--- src/rtl/twoq_pkg.sv ---
// Shared types and default widths for the two-queue sampler and its bus/memory stage.
// Pure declarations; no latency or backpressure of its own.
package twoq_pkg;

  localparam int TWOQ_WIDTH   = 2;
  localparam int TWOQ_DWIDTH  = 4;
  localparam int TWOQ_LAT_MAX = 4;

  typedef struct packed {
    logic                    port;
    logic [TWOQ_WIDTH-1:0]   addr;
    logic [TWOQ_DWIDTH-1:0]  data;
  } rsp_t;

endpackage

--- src/rtl/twoq_bus_mem_if.sv ---
// Queue-to-memory bus: per-queue request triplets plus grant in, read responses and status out.
// No flow control: requests are qualified by the registered grant, responses are fire-and-forget pulses.
interface twoq_bus_mem_if #(
  parameter int WIDTH  = twoq_pkg::TWOQ_WIDTH,
  parameter int DWIDTH = twoq_pkg::TWOQ_DWIDTH,
  parameter int CWIDTH = 8
);

  logic [1:0]        bus_gnt;
  logic [WIDTH-1:0]  addr0;
  logic [WIDTH-1:0]  addr1;
  logic [1:0]        validout;
  logic [1:0]        outisread;

  logic              rsp_valid;
  logic              rsp_port;
  logic [WIDTH-1:0]  rsp_addr;
  logic [DWIDTH-1:0] rsp_data;
  logic [CWIDTH-1:0] wr_count0;
  logic [CWIDTH-1:0] wr_count1;
  logic              proto_err;

  modport master (
    output bus_gnt, addr0, addr1, validout, outisread,
    input  rsp_valid, rsp_port, rsp_addr, rsp_data, wr_count0, wr_count1, proto_err
  );

  modport slave (
    input  bus_gnt, addr0, addr1, validout, outisread,
    output rsp_valid, rsp_port, rsp_addr, rsp_data, wr_count0, wr_count1, proto_err
  );

endinterface

--- src/rtl/twoq_rsp_pipe.sv ---
// Fixed-latency valid+payload delay line; LATENCY register stages, first stage loads on in_vld.
// Never stalls; payload only advances behind a valid entry so the output holds its last response.
module twoq_rsp_pipe #(
  parameter int  LATENCY = 2,
  parameter type T       = logic
) (
  input  logic clock,
  input  logic reset_n,
  input  logic in_vld,
  input  T     in_dat,
  output logic out_vld,
  output T     out_dat
);

  logic [LATENCY-1:0] vld_q, vld_d;
  T                   dat_q [LATENCY];
  T                   dat_d [LATENCY];

  always_comb begin
    vld_d    = vld_q;
    dat_d    = dat_q;
    vld_d[0] = in_vld;
    if (in_vld) dat_d[0] = in_dat;
    for (int i = 1; i < LATENCY; i++) begin
      vld_d[i] = vld_q[i-1];
      if (vld_q[i-1]) dat_d[i] = dat_q[i-1];
    end
  end

  always_ff @(posedge clock or negedge reset_n) begin
    if (!reset_n) begin
      vld_q <= '0;
      for (int i = 0; i < LATENCY; i++) dat_q[i] <= '0;
    end else begin
      vld_q <= vld_d;
      dat_q <= dat_d;
    end
  end

  assign out_vld = vld_q[LATENCY-1];
  assign out_dat = dat_q[LATENCY-1];

endmodule

--- src/rtl/twoq_bus_mem.sv ---
// Memory model behind the two-queue bus: writes bump a per-address version word, reads return it tagged by queue.
// Read response LATENCY edges after acceptance; no backpressure, one acceptance per edge with port 0 winning.
module twoq_bus_mem
  import twoq_pkg::*;
#(
  parameter int WIDTH   = TWOQ_WIDTH,
  parameter int DWIDTH  = TWOQ_DWIDTH,
  parameter int LATENCY = 2,
  parameter int CWIDTH  = 8
) (
  input  logic            clock,
  input  logic            reset_n,
  twoq_bus_mem_if.slave   bus
);

  localparam int DEPTH = 1 << WIDTH;

  typedef struct packed {
    logic              port;
    logic [WIDTH-1:0]  addr;
    logic [DWIDTH-1:0] data;
  } rsp_w_t;

  logic [1:0]        gnt_q, gnt_d;
  logic [DWIDTH-1:0] mem_q [DEPTH];
  logic [DWIDTH-1:0] mem_d [DEPTH];
  logic [CWIDTH-1:0] wr_count0_q, wr_count0_d;
  logic [CWIDTH-1:0] wr_count1_q, wr_count1_d;
  logic              proto_err_q, proto_err_d;

  logic              acc0, acc1, acc, sel_rd;
  logic [WIDTH-1:0]  sel_addr;
  logic              rd_vld;
  rsp_w_t            rd_dat;
  logic              rsp_vld;
  rsp_w_t            rsp_dat;

  // Port 1 is only eligible when port 0 holds no grant, so a double grant drops port 1.
  always_comb begin
    acc0     = gnt_q[0] & bus.validout[0];
    acc1     = (gnt_q == 2'b10) & bus.validout[1];
    acc      = acc0 | acc1;
    sel_addr = acc1 ? bus.addr1 : bus.addr0;
    sel_rd   = acc1 ? bus.outisread[1] : bus.outisread[0];
    rd_vld   = acc & sel_rd;
    rd_dat.port = acc1;
    rd_dat.addr = sel_addr;
    rd_dat.data = mem_q[sel_addr];
  end

  always_comb begin
    gnt_d       = bus.bus_gnt;
    mem_d       = mem_q;
    wr_count0_d = wr_count0_q;
    wr_count1_d = wr_count1_q;
    proto_err_d = proto_err_q | (gnt_q == 2'b11);
    if (acc && !sel_rd) begin
      mem_d[sel_addr] = mem_q[sel_addr] + 1'b1;
      if (acc0 && wr_count0_q != '1) wr_count0_d = wr_count0_q + 1'b1;
      if (acc1 && wr_count1_q != '1) wr_count1_d = wr_count1_q + 1'b1;
    end
  end

  always_ff @(posedge clock or negedge reset_n) begin
    if (!reset_n) begin
      gnt_q       <= '0;
      for (int i = 0; i < DEPTH; i++) mem_q[i] <= '0;
      wr_count0_q <= '0;
      wr_count1_q <= '0;
      proto_err_q <= 1'b0;
    end else begin
      gnt_q       <= gnt_d;
      mem_q       <= mem_d;
      wr_count0_q <= wr_count0_d;
      wr_count1_q <= wr_count1_d;
      proto_err_q <= proto_err_d;
    end
  end

  twoq_rsp_pipe #(
    .LATENCY (LATENCY),
    .T       (rsp_w_t)
  ) u_rsp_pipe (
    .clock   (clock),
    .reset_n (reset_n),
    .in_vld  (rd_vld),
    .in_dat  (rd_dat),
    .out_vld (rsp_vld),
    .out_dat (rsp_dat)
  );

  assign bus.rsp_valid = rsp_vld;
  assign bus.rsp_port  = rsp_dat.port;
  assign bus.rsp_addr  = rsp_dat.addr;
  assign bus.rsp_data  = rsp_dat.data;
  assign bus.wr_count0 = wr_count0_q;
  assign bus.wr_count1 = wr_count1_q;
  assign bus.proto_err = proto_err_q;

  // A granted, valid request must carry a known direction.
  a_isread_known0: assert property (@(posedge clock) disable iff (!reset_n)
    (gnt_q[0] && bus.validout[0]) |-> !$isunknown(bus.outisread[0]));
  a_isread_known1: assert property (@(posedge clock) disable iff (!reset_n)
    (gnt_q[1] && bus.validout[1]) |-> !$isunknown(bus.outisread[1]));

endmodule
--- src/flat_wrapper.sv ---
// flat-port wrapper written by rule: the top's interface ports become plain ports
module twoq_bus_mem_flat import twoq_pkg::*;
#(
  parameter int WIDTH   = TWOQ_WIDTH,
  parameter int DWIDTH  = TWOQ_DWIDTH,
  parameter int LATENCY = 2,
  parameter int CWIDTH  = 8
)
  (clock, reset_n, bus_bus_gnt, bus_addr0, bus_addr1, bus_validout, bus_outisread, bus_rsp_valid, bus_rsp_port, bus_rsp_addr, bus_rsp_data, bus_wr_count0, bus_wr_count1, bus_proto_err);
  twoq_bus_mem_if #(.WIDTH(WIDTH), .DWIDTH(DWIDTH), .CWIDTH(CWIDTH)) bus_i ();
  input  logic clock;
  input  logic reset_n;
  input wire logic [$bits(bus_i.bus_gnt)-1:0] bus_bus_gnt;
  input wire logic [$bits(bus_i.addr0)-1:0] bus_addr0;
  input wire logic [$bits(bus_i.addr1)-1:0] bus_addr1;
  input wire logic [$bits(bus_i.validout)-1:0] bus_validout;
  input wire logic [$bits(bus_i.outisread)-1:0] bus_outisread;
  output wire logic [$bits(bus_i.rsp_valid)-1:0] bus_rsp_valid;
  output wire logic [$bits(bus_i.rsp_port)-1:0] bus_rsp_port;
  output wire logic [$bits(bus_i.rsp_addr)-1:0] bus_rsp_addr;
  output wire logic [$bits(bus_i.rsp_data)-1:0] bus_rsp_data;
  output wire logic [$bits(bus_i.wr_count0)-1:0] bus_wr_count0;
  output wire logic [$bits(bus_i.wr_count1)-1:0] bus_wr_count1;
  output wire logic [$bits(bus_i.proto_err)-1:0] bus_proto_err;
  assign bus_i.bus_gnt = bus_bus_gnt;
  assign bus_i.addr0 = bus_addr0;
  assign bus_i.addr1 = bus_addr1;
  assign bus_i.validout = bus_validout;
  assign bus_i.outisread = bus_outisread;
  assign bus_rsp_valid = bus_i.rsp_valid;
  assign bus_rsp_port = bus_i.rsp_port;
  assign bus_rsp_addr = bus_i.rsp_addr;
  assign bus_rsp_data = bus_i.rsp_data;
  assign bus_wr_count0 = bus_i.wr_count0;
  assign bus_wr_count1 = bus_i.wr_count1;
  assign bus_proto_err = bus_i.proto_err;
  twoq_bus_mem #(.WIDTH(WIDTH), .DWIDTH(DWIDTH), .LATENCY(LATENCY), .CWIDTH(CWIDTH)) u_core (.clock(clock), .reset_n(reset_n), .bus(bus_i));
endmodule
--- config.mk ---
export PLATFORM = sky130hd
export DESIGN_NAME = twoq_bus_mem_flat
export DESIGN_NICKNAME = d
export VERILOG_FILES = /design/src/rtl/twoq_pkg.sv /design/src/rtl/twoq_bus_mem_if.sv /design/src/rtl/twoq_rsp_pipe.sv /design/src/rtl/twoq_bus_mem.sv /design/src/flat_wrapper.sv
export SDC_FILE = /design/constraint.sdc
export NUM_CORES = 1
export LEC_CHECK = 0
export ABC_AREA = 1
export CELL_PAD_IN_SITES_DETAIL_PLACEMENT = 1
export CELL_PAD_IN_SITES_GLOBAL_PLACEMENT = 2
export CORE_UTILIZATION = 25
export DETAILED_ROUTE_END_ITERATION = 6
export PLACE_DENSITY = 0.76
export SLEW_MARGIN = 25
export SYNTH_ARGS = -nofsm -noshare
export SYNTH_HDL_FRONTEND = slang
export SYNTH_SLANG_ARGS = --single-unit
--- constraint.sdc ---
create_clock -name clock -period 1.6 [get_ports clock]
set_input_delay 0.4 -clock clock [delete_from_list [all_inputs] [get_ports clock]]
set_output_delay 0.4 -clock clock [all_outputs]
set_load 0.005 [all_outputs]
Word level (Yosys, flattened, before mapping)
Index checks and enable logic that the tools add are counted.
{"block": "classes", "add_sub_neg": 3, "order_cmp": 2, "n_eq_ne": 4, "muxes": 8, "n_bitwise": 6, "n_reduce_logical": 7}
{"operator": "adder 8 x 1 -> 8 bit, second input constant", "count": 2}
{"operator": "bitwise mux 16 bit", "count": 1}
{"operator": "inequality test 8 bit, second input constant", "count": 2}
{"operator": "2-to-1 mux 4 bit", "count": 3}
{"operator": "binary-select mux 4 bit (select 2 bit)", "count": 1}
{"operator": "demux 4 bit (select 2 bit)", "count": 1}
{"operator": "adder 4 x 1 -> 4 bit, second input constant", "count": 1}
{"operator": "== test 2 bit, second input constant", "count": 2}
{"operator": "logical AND 1 bit", "count": 4}
{"operator": "AND reduction 2 bit", "count": 2}
{"operator": "bitwise AND 1 bit", "count": 3}
{"operator": ">= comparator 3 bit, second input constant", "count": 1}
{"operator": "less-than comparator 3 x 1 -> 1 bit, second input constant", "count": 1}
{"operator": "inverter 2 -> 3 bit", "count": 1}
{"operator": "2-to-1 mux 2 bit", "count": 1}
{"operator": "bitwise OR 1 bit", "count": 2}
{"operator": "zero test 1 bit", "count": 1}
{"operator": "2-to-1 mux 1 bit", "count": 1}
{"block": "totals", "regBits": 51, "inputBits": 12, "out_inout_bits": 25, "word_cells": 45}

Longest topological paths before layout
Gate-level depths: netlist of the first run.
{"block": "depth", "word_depth": 9, "mapped_depth": 12, "mapped_depth_nobuf": 12}

Modules after synthesis
A second synthesis of the first run with hierarchy kept.
{"block": "hier_totals", "cells_unflattened": 296, "hier_area_um2": 2646.3}
{"module": "twoq_bus_mem", "n_inst": 1, "cells_per_inst": 227, "area_each_um2": 2005.7, "seq_area_each_um2": 875.8}
{"module": "twoq_rsp_pipe", "n_inst": 1, "cells_per_inst": 69, "area_each_um2": 640.6, "seq_area_each_um2": 400.4}

Worst setup path after synthesis of the first run
No wires, ideal clock.
{"block": "synth_timing", "path_kind": "register -> register", "from": "reg u_core.gnt_q[0]", "to": "reg u_core.mem_q[11] (netlist name)", "setup_ns": 0.118, "t_arrival_ns": 1.487, "t_required_ns": 1.482, "path_slack_ns": -0.005, "stages_incl_launch_ff": 11, "n_path_buf": 0, "synth_period_minus_slack_ns": 1.605, "path_cell_list": "dfrtp_1 -> inv_2 -> nand4_1 -> nand2_2 -> nand2_1 -> nand2_1 -> nand2_1 -> nand2_1 -> nand4_1 -> nand3_1 -> nand2_1"}
{"block": "synth_via", "elab_chain_len": 9, "word_cells_on_any_way": 19, "cone_classes": "1 x add/sub; 2 x order compare; 1 x eq/ne; 8 x mux; 4 x bitwise; 3 x reduce/logical"}
{"item": "start, declared", "line_no": "twoq_bus_mem.sv:24", "text": "logic [1:0] gnt_q, gnt_d;"}
{"item": "start signal, assigned", "line_no": "twoq_bus_mem.sv:72", "text": "gnt_q <= gnt_d;"}
{"item": "== test 2 bit", "line_no": "twoq_bus_mem.sv:41", "text": "acc1 = (gnt_q == 2'b10) & bus.validout[1];"}
{"item": "bitwise AND 1 bit", "line_no": "twoq_bus_mem.sv:41"}
{"item": "2-to-1 mux 2 bit", "line_no": "twoq_bus_mem.sv:43", "text": "sel_addr = acc1 ? bus.addr1 : bus.addr0;"}
{"item": "inverter 2 -> 3 bit (not written as such)", "line_no": "twoq_bus_mem.sv:58", "text": "mem_d[sel_addr] = mem_q[sel_addr] + 1'b1;"}
{"item": "binary-select mux 4 bit (select 2 bit), or another cell as far along", "line_no": "twoq_bus_mem.sv:58"}
{"item": "2-to-1 mux 4 bit (not written as such) or logical AND 1 bit (tied branches)", "line_no": "twoq_bus_mem.sv:58"}
{"item": "2-to-1 mux 4 bit (not written as such)", "line_no": "twoq_bus_mem.sv:58"}
{"item": "adder 4 x 1 -> 4 bit or demux 4 bit (select 2 bit) (tied branches)", "line_no": "twoq_bus_mem.sv:58"}
{"item": "bitwise mux 16 bit", "line_no": "twoq_bus_mem.sv:58"}
{"item": "end signal, assigned", "line_no": "twoq_bus_mem.sv:73", "text": "mem_q <= mem_d;"}
{"item": "end, declared", "line_no": "twoq_bus_mem.sv:25", "text": "logic [DWIDTH-1:0] mem_q [DEPTH];"}
Parallel ways exist; a longest one is shown, timed or not. The select of a mux whose other input is x is not followed.
A chain may end at the register's enable or synchronous reset.

Worst setup path in the final report of the first run
{"block": "layout_timing", "from": "reg u_core.gnt_q[0]", "to": "reg u_core.mem_q[3] (netlist name)"}
Same word-level chain as after synthesis.

==> results of run 1 <==
## cell families after synthesis
family / count (synthesis)
compound gates: 18
mux: 5
fa+ha+maj: 2
xor+xnor: 14
flops: 51
simple gates: 147
buf+inv: 34
## state kept, by name (all words and copies together) (netlist names)
| signal | flops |
|---|---|
| u_core.u_rsp_pipe.vld_q | 2 |
| u_core.bus.wr_count1 | 8 |
| u_core.bus.wr_count0 | 8 |
| u_core.gnt_q | 2 |
| u_core.bus.proto_err | 1 |
| u_core.u_rsp_pipe.dat_q | 7 |
| u_core.mem_q | 16 |
| u_core.u_rsp_pipe.out_dat | 7 |
## critical path, stage by stage, from the launching register on
cell and delay, ps:
dfrtp_2 430, buf_6 130, nor2_4 210, nand2_2 120
nand2_4 110, nand2_1 60, nand2_1 70, nand2_1 80
nand2_2 100, nand4_1 180, nand3_1 140, nand2_1 50
## metrics by stage
step	util [%]	setup WS [ps]	hold WS, ps
after global routing	43.5	-317	77.4
after CTS	40.1	-149	79.9
after floorplan	-	4.11	104
final	43.5	-169	71.5
after detailed placement	34.4	-701	424
after global placement	34.4	-628	416
## area by class of cell
class                           count  area, um^2
Tap cell                          129         161
Clock inverter                      3        67.6
Sequential cell                    51        1280
Timing Repair Buffer              120        1080
Inverter                           27         106
Clock buffer                        5        68.8
Multi-Input combinational cell    186        1310
Fill cell                        1098        5290
## cells in the mapped netlist
library cell / count
nand2_1: 86
dfrtp_1: 51
inv_1: 26
nand3_1: 20
nor2_1: 11
nand2_2: 8
xnor2_1: 7
xor2_1: 7
buf_4: 6
o21ai_0: 6
mux2_2: 5
nand3b_1: 5
nand4_1: 4
o21ai_2: 4
nand3_2: 3
nor3_2: 3
o21ai_1: 3
a21oi_1: 2
ha_1: 2
nand2_4: 2
a21o_1: 1
a31oi_1: 1
clkbuf_1: 1
inv_2: 1
nand3_4: 1
nor2_4: 1
nor3_1: 1
nor3_4: 1
nor3b_1: 1
o22ai_1: 1
## power groups by stage
stage | clock network (uW) | logic [uW] | registers (uW)
after floorplan | 0 | 654 | 1810
after global placement | 0 | 1310 | 1830
after detailed placement | 0 | 1340 | 1840
after CTS | 1100 | 1550 | 1810
after global routing | 1150 | 2000 | 1850
final | 1070 | 1820 | 1810
## repair_timing
item | in CTS | in global routing
setup buffers | 33 | 18
pin swaps | 23 | 35
setup endpoints to repair | 51 | 53
hold endpoints to repair | 0 | 0
resized for setup | 64 | 66
## final timing paths
check	start	endpoint	slack, ps	cells after the start
max	u_core.gnt_q[0]$_DFF_PN0_	u_core.mem_q[3]$_DFFE_PN0P_	-170	11
min	reset_n	u_core.bus.wr_count0[7]$_DFFE_PN0P_	70	2
max reg2reg	u_core.gnt_q[0]$_DFF_PN0_	u_core.mem_q[3]$_DFFE_PN0P_	-170	11
min reg2reg	u_core.bus.proto_err$_DFF_PN0_	u_core.bus.proto_err$_DFF_PN0_	470	1
max in group asynchronous	reset_n	u_core.gnt_q[1]$_DFF_PN0_	1280	2
min in group clock	u_core.bus.proto_err$_DFF_PN0_	u_core.bus.proto_err$_DFF_PN0_	470	1
## per-layer routing
layer | track usage [%] | vias up | wire length (um)
li1 | - | 1099 | -
met1 | 19.0 | 1092 | 3350
met2 | 26.9 | 25 | 3930
met3 | 2.21 | 6 | 126
met4 | 4.35 | 0 | 87
met5 | 0 | - | 0
==> results.json, run 1 <==
{
  "status": "finished, violations left",
  "failed_checks": "negative setup slack",
  "synthCells": 271,
  "power.switching_uw": 1480,
  "setup_slack_ps": -169,
  "antenna_found_initial": 0,
  "pwr-share-seq_pct": 38.6,
  "max_cap_violations": 0,
  "layout_common_cells": "nand2_1, buf_4, dfrtp_1",
  "synth_warnings": 0,
  "drc": 0,
  "area_delta_synth_final_pct": 66.0,
  "grt_pass1_vias": 2411,
  "synth_top_area_cell": "dfrtp_1",
  "firstDrtPassIters": 4,
  "grt_max_degree": 52,
  "cts_tree": "done",
  "rsz0062_at_grt": "true",
  "finalPower_uw": 4700,
  "syn_area_per_cell_um2": 9.07,
  "hold_buffers": 0,
  "cts.sinks": 51,
  "intPower_uw": 3220,
  "diodes": 0,
  "cts-root-buf": "clkbuf_8",
  "wl_um": 7490,
  "syn_nets": 285,
  "synthAdderAreaFrac_pct": 1.02,
  "drt-initial-drc-count": 69,
  "vias_per_cell": 4.26,
  "dp_cells": 466,
  "grt_pass1_wl_um": 11900,
  "numCtsBuffers": 5,
  "max_slew_margin_pct": 75.1,
  "max_freq_mhz": 565,
  "switching_share_pct": 31.5,
  "ys_types": 30,
  "final_common_cell": "nand2_1",
  "synthXorXnorAreaFrac_pct": 4.99,
  "crit_type": "reg -> reg",
  "ctsLongestPathBuffers": 2,
  "path_clk_slew_ps": 100,
  "p_comb_share_pct": 38.7,
  "clock_skew_ps": 6.76,
  "final_layout_size_suffix_gt1_share_pct": 45.9,
  "ios": 37,
  "maxSlewViolCount": 0,
  "finalInstanceArea_um2": 4080,
  "place_area_um2": 3230,
  "antenna_violating_nets_post_route": 0,
  "worstMarginPinSlew_ps": 372,
  "rows": 35,
  "dieWidth_um": 101,
  "power_frac_clock_pct": 22.7,
  "worstPathArrival_ps": 1970,
  "synth_top_area_share_pct": 51.9,
  "final.setup.tns_ps": -2170,
  "avgRoutedWirePerCell_um": 14.4,
  "track_usage_pct": 15.1,
  "hold_class": "in -> async",
  "cts_max_level": 2,
  "gr-total-overflow": 0,
  "insertion_delay_ps": 310,
  "dieArea_um2": 10200,
  "post-route-min-period_ps": 1770,
  "dieHeight_um": 101,
  "netlist_area_um2": 2460,
  "layout.cells.non_filler": 521,
  "ys_seq_area_share_pct": 51.9,
  "ys_seq_elements": 51,
  "via_count": 2222,
  "globalplace.congestion": 0.808,
  "synthMuxAreaShare_pct": 2.29,
  "fin_crit_sh_pct": 111,
  "core_um2": 9370,
  "final_nets": 405,
  "cp-start-kind": "flip-flop",
  "p_per_area_nw_per_um2": 1150,
  "setup_violations": 24,
  "initial_utilization_pct": 26.2,
  "synthTopCellsByArea": "dfrtp_1, nand2_1, nand3_1",
  "required_ps": 1810,
  "synth-simple-area-share_pct": 29.2,
  "portBuffers": 36,
  "synth_top_family_by_area": "simple AND/OR/NAND/NOR gates",
  "synth_compound_area_share_pct": 4.48,
  "worstPathMaxFanout": 6,
  "ir_drop_mv": 0.639,
  "hold_viol": 0,
  "p_leak_uw": 0.00210,
  "dp_hpwl_um": 4780,
  "worstSetupEndpointType": "flip-flop"
}
No activity file was read; power rests on OpenSTA's default activity.
==> run 2: changes to the inputs <==
--- a/config.mk
+++ b/config.mk
@@ -8,9 +8,9 @@
 export ABC_AREA = 1
 export CELL_PAD_IN_SITES_DETAIL_PLACEMENT = 1
 export CELL_PAD_IN_SITES_GLOBAL_PLACEMENT = 2
-export CORE_UTILIZATION = 25
+export CORE_UTILIZATION = 29
 export DETAILED_ROUTE_END_ITERATION = 6
-export PLACE_DENSITY = 0.76
+export PLACE_DENSITY = 0.85
 export SLEW_MARGIN = 25
 export SYNTH_ARGS = -nofsm -noshare
 export SYNTH_HDL_FRONTEND = slang
==> run 2 against run 1 <==
The flow still finishes with violations (negative setup slack). Combinational power down 7%. Register-to-register slack worse by 30 ps. Clock-buffer cell count grew 1. Critical path type unchanged.
==> results.json, run 2 (same netlist as run 1, synthesis figures left out) <==
{
  "layout_common_cells": "nand2_1, buf_4, dfrtp_1",
  "drt-initial-drc-count": 34,
  "insertion_delay_ps": 310,
  "worstPathArrival_ps": 2000,
  "globalplace.congestion": 0.839,
  "final.setup.tns_ps": -2440,
  "diodes": 0,
  "hold_viol": 0,
  "grt_pass1_wl_um": 11600,
  "reg2reg_depth": 9,
  "gr-total-overflow": 0,
  "cp_cell_sequence": "buf_6 > nor2_4 > nand2_2 > o21ai_4 > nand3_2 > nand2_4 > nand4_1 > nand3_1 > nand2_1",
  "dieWidth_um": 94.1,
  "ctsLongestPathBuffers": 2,
  "max_slew_margin_pct": 74.4,
  "crit_type": "reg -> reg",
  "fin_crit_sh_pct": 112,
  "path_clk_slew_ps": 90,
  "setup_slack_ps": -195,
  "antenna_violating_nets_post_route": 0,
  "max_freq_mhz": 557,
  "numCtsBuffers": 5,
  "final_nets": 392,
  "setup_violations": 23,
  "r2r_start": "u_core.gnt_q[0]$_DFF_PN0_",
  "worstPathMaxFanout": 7,
  "initial_utilization_pct": 29.9,
  "track_usage_pct": 17.2,
  "vias_per_cell": 4.58,
  "timing.hold.ws_ps": 55.3,
  "max_cap_violations": 0,
  "portBuffers": 36,
  "ios": 37,
  "final_layout_size_suffix_gt1_share_pct": 40.6,
  "dieArea_um2": 8850,
  "required_ps": 1810,
  "finalPower_uw": 4440,
  "dieHeight_um": 94.1,
  "antenna_found_initial": 0,
  "crit_slowest_cell": "dfrtp_1",
  "reg2reg_slack_ps": -200,
  "grt_pass1_vias": 2377,
  "p_leak_uw": 0.00201,
  "firstDrtPassIters": 4,
  "dp_hpwl_um": 4730,
  "pwr-share-seq_pct": 40.6,
  "cp-start-kind": "flip-flop",
  "intPower_uw": 3000,
  "cts-root-buf": "clkbuf_8",
  "cts_tree": "done",
  "final_common_cell": "nand2_1",
  "drc": 0,
  "ir_drop_mv": 0.682,
  "crit_path_max_incr_delay_ps": 410,
  "core_um2": 8220,
  "grt_max_degree": 52,
  "avgRoutedWirePerCell_um": 15.3,
  "cts.sinks": 51,
  "endpoint": "u_core.mem_q[11]$_DFFE_PN0P_",
  "via_count": 2219,
  "largest_register": "u_core.mem_q",
  "wl_um": 7430,
  "p_per_area_nw_per_um2": 1170,
  "post-route-min-period_ps": 1800,
  "status": "finished, violations left",
  "worstMarginPinSlew_ps": 382,
  "rows": 33,
  "power_frac_clock_pct": 21.3,
  "power.switching_uw": 1440,
  "p_comb_share_pct": 38.1,
  "worstSetupEndpointType": "flip-flop",
  "failed_checks": "negative setup slack",
  "maxSlewViolCount": 0,
  "hold_class": "in -> async",
  "switching_share_pct": 32.4,
  "area_delta_synth_final_pct": 55.1,
  "clock_skew_ps": 4.21,
  "crit_start": "u_core.gnt_q[0]$_DFF_PN0_",
  "rsz0062_at_grt": "true",
  "largest_reg_flops": 16,
  "cts_max_level": 2,
  "rr_endpoint": "u_core.mem_q[11]$_DFFE_PN0P_"
}
[run 2: cell type report]
type                            instances  area (um^2)
Tap cell                              105          131
Clock buffer                            6         82.6
Inverter                               27          104
Timing Repair Buffer                  107          932
Clock inverter                          2         35.0
Sequential cell                        51         1280
Fill cell                             944         4400
Multi-Input combinational cell        186         1250
[run 2: what timing repair did]
item | CTS | global route
pin swaps | 15 | 24
hold buffers | 0 | 0
endpoints found under the setup margin | 54 | 49
setup buffers | 20 | 11
resized for setup | 35 | 60
[run 2: layer usage]
layer  routed length, um  GRT usage (%)  vias to the layer above
li1                    -              -                     1079
met1                3180           19.9                     1092
met2                3930           31.9                       37
met3                 175           2.75                       11
met4                 136           5.51                        0
met5                   0              0                        -
[run 2: metrics by stage]
stage | setup WS [ps] | instance area [um^2] | std cells | utilization, %
final | -195 | 3810 | 484 | 46.4
after global routing | -329 | 3810 | 484 | 46.4
after CTS | -107 | 3550 | 474 | 43.2
after detailed placement | -672 | 3220 | 446 | 39.1
after global placement | -636 | 3220 | 446 | 39.1
after floorplan | 4.11 | 2460 | 271 | -
[run 2: critical path, delay by kind of cell, from the launching register on]
family / cells / cell delay, ps
AOI/OAI and AO/OA: 1 / 130
DFF: 1 / 410
and+or+nand+nor: 7 / 1010
buffers and inverters: 1 / 130
[run 2: worst min-delay path by stage]
stage	from	end	cells past startpoint
global placement	reset_n	u_core.bus.wr_count1[5]$_DFFE_PN0P_	2
floorplan	reset_n	u_core.bus.proto_err$_DFF_PN0_	0
CTS	reset_n	u_core.bus.wr_count0[5]$_DFFE_PN0P_	2
detailed placement	reset_n	u_core.bus.wr_count1[6]$_DFFE_PN0P_	2
finish	reset_n	u_core.bus.wr_count1[7]$_DFFE_PN0P_	2
global route	reset_n	u_core.bus.wr_count1[6]$_DFFE_PN0P_	2
[run 2: power by group through the flow]
| stage | clock network [uW] | registers (uW) | logic, uW |
|---|---|---|---|
| after CTS | 976 | 1800 | 1450 |
| after global routing | 1010 | 1840 | 1870 |
| final | 946 | 1800 | 1690 |
| after detailed placement | 0 | 1850 | 1330 |
| after global placement | 0 | 1830 | 1300 |
| after floorplan | 0 | 1810 | 654 |
